### config.mk
export PLATFORM = sky130hd
export DESIGN_NAME = uart_tx_param
export DESIGN_NICKNAME = d
export VERILOG_FILES = /design/src/rtl/uart_tx_param.sv
export SDC_FILE = /design/constraint.sdc
export NUM_CORES = 1
export LEC_CHECK = 0
export CAP_MARGIN = 10
export CORE_MARGIN = 3
export CORE_UTILIZATION = 56
export CTS_CLUSTER_SIZE = 20
export DETAILED_ROUTE_END_ITERATION = 10
export PLACE_DENSITY = 0.75
export RECOVER_POWER = 100
export SLEW_MARGIN = 10
export SYNTH_ARGS = -nofsm -noshare
export SYNTH_HDL_FRONTEND = slang
export SYNTH_SLANG_ARGS = --single-unit
### constraint.sdc
create_clock -name uart_clk_tx -period 4.7 [get_ports uart_clk_tx]
set_input_delay 1.175 -clock uart_clk_tx [delete_from_list [all_inputs] [get_ports uart_clk_tx]]
set_output_delay 1.175 -clock uart_clk_tx [all_outputs]
set_load 0.005 [all_outputs]
### src/rtl/uart_tx_param.sv
// Parametrised UART transmitter: valid/ready input FIFO, internal baud timing,
// configurable data width, parity and stop bits.
module uart_tx_param #(
  parameter int CLKS_PER_BIT = 434,
  parameter int DATA_BITS    = 8,
  parameter int PARITY_MODE  = 0,
  parameter int STOP_BITS    = 1,
  parameter int FIFO_DEPTH   = 4,
  parameter int IDLE_LEVEL   = 1
) (
  input  logic                          uart_clk_tx,
  input  logic                          RST_n,
  input  logic [DATA_BITS-1:0]          tx_data,
  input  logic                          tx_valid,
  output logic                          tx_ready,
  output logic                          uart_tx_data,
  output logic                          uart_busy,
  output logic [$clog2(FIFO_DEPTH):0]   fifo_level
);

  localparam int   BAUD_W   = $clog2(CLKS_PER_BIT);
  localparam int   AW       = $clog2(FIFO_DEPTH);
  localparam int   LVL_W    = AW + 1;
  localparam logic IDLE_BIT = (IDLE_LEVEL != 0);
  localparam logic ODD_PAR  = (PARITY_MODE == 1);

  generate
    if (PARITY_MODE < 0 || PARITY_MODE > 2 || (STOP_BITS != 1 && STOP_BITS != 2) ||
        DATA_BITS < 5 || DATA_BITS > 9 || CLKS_PER_BIT < 2 || FIFO_DEPTH < 2 ||
        (FIFO_DEPTH & (FIFO_DEPTH - 1)) != 0) begin : g_bad_params
      $error("uart_tx_param: illegal parameter combination");
    end
  endgenerate

  typedef enum logic [2:0] {S_IDLE, S_START, S_DATA, S_PARITY, S_STOP} state_t;

  // ---------------- input FIFO ----------------
  logic [DATA_BITS-1:0] mem_q [FIFO_DEPTH];
  logic [AW-1:0]        wr_ptr_q, rd_ptr_q;
  logic [LVL_W-1:0]     level_q;
  logic                 full, empty, push, pop;
  logic [DATA_BITS-1:0] head;

  assign full       = (level_q == LVL_W'(FIFO_DEPTH));
  assign empty      = (level_q == '0);
  assign tx_ready   = !full;
  assign push       = tx_valid && !full;
  assign head       = mem_q[rd_ptr_q];
  assign fifo_level = level_q;

  always_ff @(posedge uart_clk_tx) begin
    if (push) mem_q[wr_ptr_q] <= tx_data;
  end

  always_ff @(posedge uart_clk_tx) begin
    if (!RST_n) begin
      wr_ptr_q <= '0;
      rd_ptr_q <= '0;
      level_q  <= '0;
    end else begin
      if (push) wr_ptr_q <= wr_ptr_q + 1'b1;
      if (pop)  rd_ptr_q <= rd_ptr_q + 1'b1;
      case ({push, pop})
        2'b10:   level_q <= level_q + 1'b1;
        2'b01:   level_q <= level_q - 1'b1;
        default: level_q <= level_q;
      endcase
    end
  end

  // ---------------- frame FSM ----------------
  state_t               state_q;
  logic [BAUD_W-1:0]    baud_q;
  logic [3:0]           bit_q;
  logic [DATA_BITS-1:0] shift_q;
  logic                 par_q;
  logic                 line_q;
  logic                 busy_q;
  logic                 bit_end;

  assign bit_end = (baud_q == BAUD_W'(CLKS_PER_BIT - 1));

  // Pop from idle, or at the end of the last stop bit for a gapless next frame.
  always_comb begin
    pop = 1'b0;
    if (!empty) begin
      if (state_q == S_IDLE) pop = 1'b1;
      else if (state_q == S_STOP && bit_end && bit_q == 4'(STOP_BITS - 1)) pop = 1'b1;
    end
  end

  // Line and busy are registered from the current state, so they trail the
  // state register by one edge and each level lasts exactly CLKS_PER_BIT cycles.
  always_ff @(posedge uart_clk_tx) begin
    if (!RST_n) begin
      state_q <= S_IDLE;
      baud_q  <= '0;
      bit_q   <= '0;
      shift_q <= '0;
      par_q   <= 1'b0;
      line_q  <= IDLE_BIT;
      busy_q  <= 1'b0;
    end else begin
      busy_q <= (state_q != S_IDLE);
      case (state_q)
        S_START:  line_q <= !IDLE_BIT;
        S_DATA:   line_q <= shift_q[0];
        S_PARITY: line_q <= par_q;
        default:  line_q <= IDLE_BIT;
      endcase

      if (state_q != S_IDLE) baud_q <= bit_end ? '0 : baud_q + 1'b1;

      case (state_q)
        S_IDLE: ;
        S_START: if (bit_end) begin
          state_q <= S_DATA;
          bit_q   <= '0;
        end
        S_DATA: if (bit_end) begin
          shift_q <= shift_q >> 1;
          if (bit_q == 4'(DATA_BITS - 1)) begin
            bit_q   <= '0;
            state_q <= (PARITY_MODE != 0) ? S_PARITY : S_STOP;
          end else begin
            bit_q <= bit_q + 4'd1;
          end
        end
        S_PARITY: if (bit_end) begin
          state_q <= S_STOP;
          bit_q   <= '0;
        end
        S_STOP: if (bit_end) begin
          if (bit_q == 4'(STOP_BITS - 1)) state_q <= S_IDLE;
          else                            bit_q   <= bit_q + 4'd1;
        end
        default: state_q <= S_IDLE;
      endcase

      if (pop) begin
        shift_q <= head;
        par_q   <= (^head) ^ ODD_PAR;
        bit_q   <= '0;
        baud_q  <= '0;
        state_q <= S_START;
      end
    end
  end

  assign uart_tx_data = line_q;
  assign uart_busy    = busy_q;

endmodule

==> results.py <==
metrics = {
    "die": {
        "die_x_um": 79.8,
        "start_util": 0.589,
        "dieArea_um2": 6360,
        "die_height_um": 79.8,
        "ioPinCount": 17,
        "core_area_um2": 5170,
        "num_rows": 26,
    },
    "timing": {
        "rsz0062_at_grt": "false",
        "setup_slack_ns": 1.40,
        "hold_violations": 0,
        "setup_viol": 0,
        "worstMarginPinSlew_ns": 1.43,
        "fin_setup_tns_ns": 0,
        "slew_headroom": 0.0402,
        "skew_ns": 0.00782,
        "slew_viol_final": 0,
        "clock.fmax_mhz": 303,
        "period_share": 0.702,
        "min_period_ns": 3.30,
    },
    "detailed_routing": {
        "firstDrtPassIters": 4,
        "drc": 0,
        "post_drt_wl_per_cell_um": 14.2,
        "ant_nets": 0,
        "vias_per_cell": 5.48,
        "totalWireLength_um": 4790,
        "first_iter_violations": 74,
        "vias": 1848,
    },
    "global_routing": {
        "grt_pass1_wl_um": 8630,
        "antenna_found_initial": 0,
        "globalRoute.totalOverflow": 0,
        "grt_max_degree": 23,
        "track_usage": 0.180,
        "grt_pass1_vias": 1824,
    },
    "power_and_ir_drop": {
        "p_leak_nw": 1.20,
        "seqPwrFrac": 0.443,
        "p_int_mw": 1.25,
        "p_clk_frac": 0.301,
        "vdd_ir_drop_max_mv": 0.371,
        "p_total_mw": 1.79,
        "p_per_area_nw_per_um2": 522,
        "swShare": 0.300,
        "combPwrFrac": 0.256,
        "p_switching_uw": 536,
    },
    "setup_path": {
        "crit_type": "flop to flop",
        "critPathCaptureType": "flop",
        "endpoint": "fifo_level[2]$_SDFFE_PN0P_",
        "crit_path_cell_trace": "inv_1 -> ha_1 -> or3b_2 -> o31ai_1 -> nand2_1 -> clkinv_1 -> ha_1 -> inv_1 -> fa_1 -> xor2_1 -> or3_1 -> a21boi_0",
        "cp-start-kind": "flop",
        "max_stage_delay_ns": 0.48,
        "cp_top_family": "simple AND/OR/NAND/NOR gates",
        "worst-path-stages": 12,
        "timing.rr.start": "bit_q[0]$_SDFFE_PP0P_",
        "r2r_cells": 12,
        "reg2reg_to": "fifo_level[2]$_SDFFE_PN0P_",
        "arrival_ns": 3.57,
        "rrSetupSlack_ns": 1.40,
        "critPathLaunch": "bit_q[0]$_SDFFE_PP0P_",
        "crit_slowest_cell": "or3b_2",
        "crit_fanout": 9,
        "cp.buffers_inverters": 3,
        "required_ns": 4.97,
    },
    "run_status": {
        "status": "completed",
    },
    "final_layout": {
        "num-fill-cells": 402,
        "mostFrequentLayoutCell": "dfxtp_1",
        "drive_above_1_share": 0.127,
        "fin_nets": 283,
        "multi_input_area_um2": 1230,
        "mostFrequentLayoutCells": "dfxtp_1, edfxtp_1, nand2_1, dlygate4sd3_1, xnor2_1",
        "area_growth_pct": 12.5,
        "regArea_um2": 1680,
        "final_area_um2": 3430,
        "n_antenna_cell": 0,
    },
    "placement": {
        "post-place-ws_ns": 1.49,
        "dp_hpwl_um": 3330,
        "port_buffers": 16,
        "gp_congestion": 0.782,
        "dpl-instance-area_um2": 3240,
    },
    "clock_network": {
        "clk_pin_slew_ns": 0.08,
        "ctsRootBufferMaster": "clkbuf_8",
        "cts_tree": "built",
        "clock_latency_ns": 0.35,
        "cts.sinks": 68,
        "htreeDepth": 3,
        "cts.repair.resized": 0,
        "postCtsSetupBuffers": 0,
        "cts_buffer_depth": 2,
        "cts_hold_buffers": 0,
        "cts-buffers-inserted": 9,
    },
    "synthesis": {
        "ys.flop_type": "dfxtp_1",
        "avgSynthCellArea_um2": 12.5,
        "synth_cells": 243,
        "syn_nets": 264,
        "synthDistinctLibCells": 50,
        "ys.warnings.count": 0,
        "synth_async_sr_flop_share": 0,
        "syn_area_um2": 3050,
        "ys_seq_area_frac": 0.552,
        "synth_edf_count": 32,
        "synth_seq_cells": 68,
    },
    "job": {
        "cap_violations": 0,
    },
    "worst_hold_path": {
        "min_path_type": "flop to flop",
    },
}
-- area by class of cell --
type	count	area share
multi-input combinational	156	0.360
sequential	68	0.491
clock buffer	9	0.0361
clock inverter	7	0.0292
tap	70	0.0256
timing repair buffer	16	0.0467
inverter	11	0.0120
-- metal layers --
metal,GRT usage,up-vias,routed length [um],share of wire
met5,0,-,0,0
met4,0.106,0,127,0.027
met3,0.0339,10,146,0.030
met2,0.283,27,2300,0.48
met1,0.232,890,2220,0.46
li1,-,921,-,-
-- registers in the layout, indices dropped and copies added, names as in the netlist, named ones only --
signal and flops:
rd_ptr_q 2, mem_q 32, baud_q 9, state_q 3, par_q 1, wr_ptr_q 2
fifo_level 3, uart_tx_data 1, shift_q 8, bit_q 4, uart_busy 1
-- kinds of logic after synthesis --
group	after synthesis	share of synthesized area
AND/OR/NAND/NOR	78	0.155
multiplexers	11	0.0694
adder cells (fa/ha/maj)	10	0.0435
AO/OA/AOI/OAI	37	0.0924
buffers and inverters	19	0.0300
flip-flops	68	0.552
XOR/XNOR	20	0.0575
-- metrics by stage --
| step | hold WS, ns | util | std cells |
|---|---|---|---|
| after global placement | 0.460 | 0.627 | 321 |
| final | 0.472 | 0.663 | 337 |
| after detailed placement | 0.471 | 0.627 | 321 |
| after floorplan | 0.443 | - | 243 |
| after CTS | 0.483 | 0.671 | 337 |
| after global routing | 0.515 | 0.663 | 337 |
-- Yosys cell counts, drive strengths merged, types with 4 or more instances --
| cell type | count | share of area |
|---|---|---|
| mux4 | 8 | 0.059 |
| dfxtp | 36 | 0.24 |
| edfxtp | 32 | 0.32 |
| ha | 9 | 0.037 |
| nand3b | 4 | 0.0099 |
| and3 | 8 | 0.017 |
| a21boi | 9 | 0.022 |
| a21oi | 8 | 0.014 |
| xor2 | 5 | 0.014 |
| or3 | 4 | 0.0090 |
| a22oi | 5 | 0.012 |
| nand3 | 5 | 0.0082 |
| o21ai | 5 | 0.0082 |
| nand2 | 21 | 0.027 |
| and2 | 8 | 0.016 |
| nor2 | 12 | 0.015 |
| inv | 10 | 0.012 |
| clkbuf | 4 | 0.0082 |
| xnor2 | 15 | 0.043 |
| buf | 4 | 0.0082 |
-- worst min-delay path by stage --
| stage | start | end | depth (start not counted) |
|---|---|---|---|
| 2_1_floorplan | shift_q[1]$_SDFFE_PN0P_ | shift_q[1]$_SDFFE_PN0P_ | 2 |
| 3_3_place_gp | shift_q[1]$_SDFFE_PN0P_ | shift_q[1]$_SDFFE_PN0P_ | 2 |
| 3_5_place_dp | shift_q[1]$_SDFFE_PN0P_ | shift_q[1]$_SDFFE_PN0P_ | 2 |
| 4_1_cts | shift_q[4]$_SDFFE_PN0P_ | shift_q[4]$_SDFFE_PN0P_ | 2 |
| 5_1_grt | shift_q[4]$_SDFFE_PN0P_ | shift_q[4]$_SDFFE_PN0P_ | 2 |
| 6_report | shift_q[4]$_SDFFE_PN0P_ | shift_q[4]$_SDFFE_PN0P_ | 2 |
-- power by group through the flow --
stage | sequential, mW | combinational (mW) | clock [mW]
6_report | 0.793 | 0.458 | 0.538
4_1_cts | 0.797 | 0.478 | 0.547
3_3_place_gp | 0.806 | 0.471 | 0
2_1_floorplan | 0.770 | 0.406 | 0
5_1_grt | 0.812 | 0.519 | 0.577
3_5_place_dp | 0.808 | 0.476 | 0
-- worst reg2reg max path: stages (launching register included) --
cell and delay [ns]:
dfxtp_1 0.35, inv_1 0.07, ha_1 0.13, or3b_2 0.48, o31ai_1 0.40, nand2_1 0.30
clkinv_1 0.25, ha_1 0.22, inv_1 0.06, fa_1 0.37, xor2_1 0.15, or3_1 0.29
a21boi_0 0.16
Power figures use the tool's default switching activity.
